File: src/rtl/rtmq_cfg_loader_pkg.sv
// Shared constants and issue-FSM encoding for the RTMQ configuration loader
// and its host-link peripherals.
package rtmq_cfg_loader_pkg;

  localparam int W_REG_DEF   = 32;
  localparam int RTMQ_BYTE_W = 8;

  typedef enum logic [1:0] {
    ST_IDLE  = 2'd0,
    ST_ISSUE = 2'd1,
    ST_GAP   = 2'd2
  } iss_st_e;

  // Counter width that stays legal for single-value ranges.
  function automatic int clog2_min1(input int v);
    return (v > 1) ? $clog2(v) : 1;
  endfunction

endpackage

File: src/rtl/rtmq_cfg_loader_fifo.sv
// Synchronous word FIFO with show-ahead head output; a push into a full FIFO
// is accepted when a pop happens in the same cycle.
module rtmq_sync_fifo #(
  parameter int W = 32,
  parameter int N = 8
) (
  input  logic                 clk,
  input  logic                 rst_n,
  input  logic                 push,
  input  logic                 pop,
  input  logic [W-1:0]         din,
  output logic [W-1:0]         dout,
  output logic [$clog2(N):0]   cnt,
  output logic                 full,
  output logic                 empty
);

  localparam int AW = (N > 1) ? $clog2(N) : 1;
  localparam int CW = $clog2(N) + 1;

  logic [W-1:0]  mem_q [N];
  logic [AW-1:0] wr_ptr_q, wr_ptr_d;
  logic [AW-1:0] rd_ptr_q, rd_ptr_d;
  logic [CW-1:0] cnt_q, cnt_d;
  logic          do_push, do_pop;

  assign full  = (cnt_q == CW'(N));
  assign empty = (cnt_q == '0);
  assign cnt   = cnt_q;
  assign dout  = mem_q[rd_ptr_q];

  always_comb begin
    do_pop   = pop && !empty;
    do_push  = push && (!full || do_pop);
    wr_ptr_d = do_push ? wr_ptr_q + 1'b1 : wr_ptr_q;
    rd_ptr_d = do_pop  ? rd_ptr_q + 1'b1 : rd_ptr_q;
    unique case ({do_push, do_pop})
      2'b10:   cnt_d = cnt_q + 1'b1;
      2'b01:   cnt_d = cnt_q - 1'b1;
      default: cnt_d = cnt_q;
    endcase
  end

  always_ff @(posedge clk or negedge rst_n) begin
    if (!rst_n) begin
      wr_ptr_q <= '0;
      rd_ptr_q <= '0;
      cnt_q    <= '0;
    end else begin
      wr_ptr_q <= wr_ptr_d;
      rd_ptr_q <= rd_ptr_d;
      cnt_q    <= cnt_d;
    end
  end

  // Storage needs no reset; pointers and count define what is valid.
  always_ff @(posedge clk) begin
    if (do_push) mem_q[wr_ptr_q] <= din;
  end

endmodule

File: src/rtl/rtmq_cfg_loader.sv
// Host byte stream -> big-endian config words -> FIFO -> paced f_cfg pulses
// into the RTMQ core configuration port.
module rtmq_cfg_loader
  import rtmq_cfg_loader_pkg::*;
#(
  parameter int W_REG  = W_REG_DEF,
  parameter int N_FIFO = 8,
  parameter int T_GAP  = 4,
  parameter int T_TOUT = 100000
) (
  input  logic                      clk,
  input  logic                      rst_n,
  input  logic [7:0]                rx_dat,
  input  logic                      rx_vld,
  input  logic                      en,
  output logic [W_REG-1:0]          cfg_ins,
  output logic                      f_cfg,
  input  logic                      clr_err,
  output logic                      ovf,
  output logic                      frm_err,
  output logic [$clog2(N_FIFO):0]   fifo_cnt
);

  localparam int NB  = W_REG / RTMQ_BYTE_W;
  localparam int BCW = clog2_min1(NB);
  localparam int TMW = $clog2(T_TOUT + 1);
  localparam int GCW = clog2_min1(T_GAP);

  logic [BCW-1:0]   byte_cnt_q, byte_cnt_d, base_cnt;
  logic [W_REG-1:0] sr_q, sr_d;
  logic [TMW-1:0]   tmr_q, tmr_d;
  logic             ovf_q, ovf_d, frm_err_q, frm_err_d;
  logic             tout, push, pop, drop;
  iss_st_e          state_q, state_d;
  logic [GCW-1:0]   gap_q, gap_d;
  logic             f_cfg_q, f_cfg_d;
  logic [W_REG-1:0] cfg_ins_q, cfg_ins_d;
  logic [W_REG-1:0] fifo_dout;
  logic             fifo_full, fifo_empty;

  // Byte assembly and inter-byte timeout. A byte landing in the timeout
  // cycle opens a fresh word rather than extending the stale one.
  always_comb begin
    tout     = (byte_cnt_q != '0) && (tmr_q == TMW'(T_TOUT));
    base_cnt = tout ? '0 : byte_cnt_q;
    push     = rx_vld && (base_cnt == BCW'(NB - 1));
    sr_d     = rx_vld ? ((sr_q << RTMQ_BYTE_W) | W_REG'(rx_dat)) : sr_q;
    byte_cnt_d = base_cnt;
    if (rx_vld) byte_cnt_d = push ? '0 : base_cnt + 1'b1;
    tmr_d = (rx_vld || tout || byte_cnt_q == '0) ? '0 : tmr_q + 1'b1;
    drop      = push && fifo_full && !pop;
    ovf_d     = drop | (ovf_q & ~clr_err);
    frm_err_d = tout | (frm_err_q & ~clr_err);
  end

  rtmq_sync_fifo #(.W(W_REG), .N(N_FIFO)) u_fifo (
    .clk   (clk),
    .rst_n (rst_n),
    .push  (push),
    .pop   (pop),
    .din   (sr_d),
    .dout  (fifo_dout),
    .cnt   (fifo_cnt),
    .full  (fifo_full),
    .empty (fifo_empty)
  );

  always_comb begin
    state_d = state_q;
    gap_d   = gap_q;
    unique case (state_q)
      ST_IDLE:  if (en && !fifo_empty) state_d = ST_ISSUE;
      ST_ISSUE: begin
        state_d = ST_GAP;
        gap_d   = '0;
      end
      ST_GAP: begin
        if (gap_q == GCW'(T_GAP - 1)) state_d = ST_IDLE;
        else                          gap_d   = gap_q + 1'b1;
      end
      default:  state_d = ST_IDLE;
    endcase
  end

  // Strobe and word are registered, so they are live during ISSUE.
  always_comb begin
    pop       = (state_q == ST_IDLE) && en && !fifo_empty;
    f_cfg_d   = pop;
    cfg_ins_d = pop ? fifo_dout : '0;
  end

  always_ff @(posedge clk or negedge rst_n) begin
    if (!rst_n) begin
      byte_cnt_q <= '0;
      sr_q       <= '0;
      tmr_q      <= '0;
      ovf_q      <= 1'b0;
      frm_err_q  <= 1'b0;
      state_q    <= ST_IDLE;
      gap_q      <= '0;
      f_cfg_q    <= 1'b0;
      cfg_ins_q  <= '0;
    end else begin
      byte_cnt_q <= byte_cnt_d;
      sr_q       <= sr_d;
      tmr_q      <= tmr_d;
      ovf_q      <= ovf_d;
      frm_err_q  <= frm_err_d;
      state_q    <= state_d;
      gap_q      <= gap_d;
      f_cfg_q    <= f_cfg_d;
      cfg_ins_q  <= cfg_ins_d;
    end
  end

  assign f_cfg   = f_cfg_q;
  assign cfg_ins = cfg_ins_q;
  assign ovf     = ovf_q;
  assign frm_err = frm_err_q;

endmodule

File: config.mk
export PLATFORM = sky130hd
export DESIGN_NAME = rtmq_cfg_loader
export DESIGN_NICKNAME = d
export VERILOG_FILES = /design/src/rtl/rtmq_cfg_loader_pkg.sv /design/src/rtl/rtmq_cfg_loader_fifo.sv /design/src/rtl/rtmq_cfg_loader.sv
export SDC_FILE = /design/constraint.sdc
export NUM_CORES = 1
export LEC_CHECK = 0
export ABC_CLOCK_PERIOD_IN_PS = 5900
export CAP_MARGIN = 5
export CORE_UTILIZATION = 30
export DETAILED_ROUTE_END_ITERATION = 6
export SLEW_MARGIN = 5
export SYNTH_ARGS = -nofsm -noshare
export SYNTH_HDL_FRONTEND = slang
export SYNTH_HIERARCHICAL = 1
export SYNTH_SLANG_ARGS = --single-unit
File: constraint.sdc
create_clock -name clk -period 5.9 [get_ports clk]
set_input_delay 1.18 -clock clk [delete_from_list [all_inputs] [get_ports clk]]
set_output_delay 1.18 -clock clk [all_outputs]
set_load 0.1 [all_outputs]
==> results.md <==
* Crit-path max FO at 9
* Register-to-Register Path Depth at 11
* Flop pwr share at 0.417
* Most repeated library cell on the critical path: sky130_fd_sc_hd__ha_1
* Top_reg_cell synth: sky130_fd_sc_hd__edfxtp_1
* Peak VDD IR at 230.6 uV
* Total length of routed wires at 26940 um
* Initial antenna violation count at 2
* Worst Max-Slew Pin Slew at 1144 ps
* Number of detailed-routing iterations run before antenna repair at 4
* Via density per instance at 4.599
* Starting density of the core at 0.3040
* Clock insertion delay at the later pin of the skew report at 520 ps
* Type of the most critical hold path: flop to flop
* Net switching power at 2588 uW
* Status: complete, no violations
* Number of cells on the worst hold path at 1
* Number of buffers added by the clock tree synthesis step at 38
* Kind of end point of the critical path: flop
* Aggregate global routing overflow at 0
* Flop and latch count out of synthesis at 356
* Total number of placement rows at 78
* Highest-count cells in the layout ignoring fill and taps: 256 x sky130_fd_sc_hd__edfxtp_1, 98 x sky130_fd_sc_hd__dfrtp_1, 66 x sky130_fd_sc_hd__mux2_2
* WS Path Type: flop to flop
* Overall routing resource usage at 0.1188
* CP Data Required Time at 6300 ps
* Critical Path AT at 4370 ps
* Antenna Nets Post-Route at 0
* Post-CTS Resized at 0
* Syn Inst Count at 698
* Internal power summed over all cells at 5203 uW
* Most area-hungry cell type in the Yosys netlist: sky130_fd_sc_hd__edfxtp_1
* Maximum achievable frequency at 252.0 MHz
* Crit path cell chain: or4_2 -> o21ai_0 -> inv_1 -> ha_1 -> and2_1 -> o21ai_4 -> ha_1 -> ha_1 -> or4b_2 -> o311ai_0 -> o211ai_1
* Leading cell types by total area after synthesis: sky130_fd_sc_hd__edfxtp_1 56%, sky130_fd_sc_hd__dfrtp_1 18%, sky130_fd_sc_hd__mux4_2 10%
* Mean instance size in the synthesized netlist at 19.72 sq um
* Count of flip-flops with a built-in enable after synthesis at 256
* Buffers on Ports at 51
* Power per cell area at 481.6 nW/um^2
* Total instance count after detailed placement at 1334
* Synth Warn # at 6
* Area of the core at 45280 sq um
* Largest stage delay on the critical path at 750 ps
* Synth-to-layout area growth at 17.51%
* Relative slew slack at 0.2357
* Antenna diodes at 0
* # setup viols final at 0
* DPL Wire Length at 15060 um
* Clk pwr share at 0.280
* Buffer cell driving the clock tree root: sky130_fd_sc_hd__clkbuf_16
* Clock tree from TritonCTS: yes
* Depth of the CTS H-tree at 2
* Unrepaired setup endpoints after global routing: no
* Sinks on Clock Net at 356
* Critical register-to-register path startpoint: tmr_q[3]
* Net Count, Synth at 721
* Terminus of the critical flop-to-flop path: u_fifo/cnt[3]
* Hold worst-path end: gap_q[1]
* Final critical path time including I/O delays and setup at 3968 ps
* Pin count of the biggest net entering global routing at 68
* Minimum setup slack among reg-to-reg paths at 1930 ps
* Sequential cell area fraction in the yosys report at 0.7402
* First-pass GRT wire length at 42340 um
* Vias in the first global route at 6939
* Proportion of netlist area held by the largest area contributor at 0.5584
* Via count of the routed design at 6448
* Number of library cell types mapped by synthesis at 49
* Hold_buf cts at 0
* Buffer levels on the longest clock path at 3
* Static Leakage at 0.005500 uW
* Final Max Tran Viols at 0
* Number of design rule violations left after detail routing at 0
* Logic pwr share at 0.303
* Combined area of all synthesized cells at 13770 sq um
* Commonest non-fill, non-tap cell in the layout: sky130_fd_sc_hd__edfxtp_1
* Clock-pin slew of the registers on the worst-case setup and hold paths at 60 ps
* Net count of the finished layout at 797
* Fraction of the cycle the final worst path needs at 0.6725
* Number of max-cap violations at 0
* Maximum clock skew at final layout at 22.89 ps
* Hold_sp: gap_q[1]
* Io pins at 52
* Weighted congestion reported at the end of routability-driven placement at 0.7332
* Nature of the critical path startpoint: flop
* Async SR Flop Fraction at 0.2809
* Post-CTS setup buffer count at 0
* Setup total negative slack at 0 ps
* Kind of cell adding the most delay to the critical path: simple AND/OR/NAND/NOR gates
* Final Hold Vio Count at 0
* Die H at 216.2 um
* Final non-filler cell total at 1402
* Overall die area at 46750 sq um
* Buf+Inv Stages, Crit Path at 1
* Sw frac at 0.3321
* Die extent in x at 216.2 um
* Avg WL per Cell at 19.22 um
* Violation count after the first detailed-route iteration at 439
* Fraction of layout cells with a size suffix above 1 at 0.2693
* Critical-path cell with the highest stage delay: sky130_fd_sc_hd__or4_2
-- kinds of logic after synthesis --
logic type,count (synthesis),share of synthesized area
mux,134,0.1620
buf+inv,44,0.01609
flops,356,0.7402
compound gates,22,0.01163
simple gates,112,0.04781
xor+xnor,20,0.01272
fa+ha+maj,10,0.009634
-- metrics by stage --
stage	total power (uW)	cell area, sq um	worst slack, ps	util	hold WS, ps
final	7791	16180	1932	0.3573	541.9
after global routing	8162	16180	1711	0.3573	562.5
after CTS	7919	16180	1926	0.3573	545.3
after detailed placement	5706	15040	1488	0.3321	526.8
after global placement	5693	15040	1512	0.3321	525.3
after floorplan	5093	13780	572.7	-	492.8
-- power by group through the flow --
stage | Clock [uW] | Combinational [uW] | Sequential [uW]
floorplan | 0 | 1260 | 3830
global placement | 0 | 2390 | 3300
detailed placement | 0 | 2400 | 3310
CTS | 2250 | 2400 | 3260
global route | 2350 | 2510 | 3300
finish | 2180 | 2360 | 3250
-- final cells by class --
cell class	instances	area (sq um)
fillers	4229	29110
flip-flops and latches	356	10190
multi-input cells	298	3427
clock buffers	51	1031
well taps	600	750.7
repair buffers	65	608.1
clock inverters	17	110.1
inverters	15	56.30
-- worst reg2reg max path: stages, from the launching register on --
cell and delay [ps]:
sky130_fd_sc_hd__dfrtp_1 460, sky130_fd_sc_hd__or4_2 750, sky130_fd_sc_hd__o21ai_0 310, sky130_fd_sc_hd__inv_1 80
sky130_fd_sc_hd__ha_1 210, sky130_fd_sc_hd__and2_1 220, sky130_fd_sc_hd__o21ai_4 170, sky130_fd_sc_hd__ha_1 380
sky130_fd_sc_hd__ha_1 340, sky130_fd_sc_hd__or4b_2 680, sky130_fd_sc_hd__o311ai_0 130, sky130_fd_sc_hd__o211ai_1 120
-- flip-flops by register name, indices dropped and copies added (netlist names) --
signal           flops
u_fifo/mem_q       256
sr_q                32
f_cfg                1
frm_err              1
cfg_ins             32
u_fifo/rd_ptr_q      3
u_fifo/cnt           4
gap_q                2
u_fifo/wr_ptr_q      3
byte_cnt_q           2
state_q              2
tmr_q               17
ovf                  1
-- worst max path at each step --
| stage | startpoint | to | slack (ps) | cells past startpoint |
|---|---|---|---|---|
| finish | tmr_q[3] | u_fifo/cnt[3] | 1930 | 11 |
| global route | tmr_q[3] | u_fifo/cnt[3] | 1710 | 11 |
| CTS | tmr_q[3] | u_fifo/cnt[3] | 1930 | 11 |
| detailed placement | en | u_fifo/cnt[3] | 1490 | 10 |
| global placement | en | u_fifo/cnt[3] | 1510 | 10 |
| floorplan | u_fifo/cnt[0] | u_fifo/mem_q[5][0] | 570 | 6 |
-- per-layer routing --
layer | wire, um | vias up | global-route usage | share of wire
met3 | 1047 | 38 | 0.01867 | 0.039
met1 | 12300 | 3399 | 0.1632 | 0.46
met5 | 0 | - | 0 | 0
met2 | 13130 | 112 | 0.1948 | 0.49
met4 | 463 | 0 | 0.03357 | 0.017
li1 | - | 2899 | - | -
-- Yosys cell counts, types with 3 or more instances --
cell	count
sky130_fd_sc_hd__edfxtp_1	256
sky130_fd_sc_hd__dfrtp_1	100
sky130_fd_sc_hd__mux2_2	66
sky130_fd_sc_hd__mux4_2	64
sky130_fd_sc_hd__and2_1	33
sky130_fd_sc_hd__nor2_1	23
sky130_fd_sc_hd__clkbuf_1	16
sky130_fd_sc_hd__inv_1	15
sky130_fd_sc_hd__xnor2_1	14
sky130_fd_sc_hd__nand2_1	10
sky130_fd_sc_hd__nand3_1	10
sky130_fd_sc_hd__ha_1	9
sky130_fd_sc_hd__nor4_1	8
sky130_fd_sc_hd__buf_6	6
sky130_fd_sc_hd__o21ai_0	6
sky130_fd_sc_hd__xor2_1	6
sky130_fd_sc_hd__nor3_1	5
sky130_fd_sc_hd__nor3b_1	4
sky130_fd_sc_hd__a21oi_1	3
sky130_fd_sc_hd__a22o_1	3
sky130_fd_sc_hd__mux2i_1	3
sky130_fd_sc_hd__nor4b_1	3
sky130_fd_sc_hd__o211ai_1	3
Power figures use the tool's default switching activity.
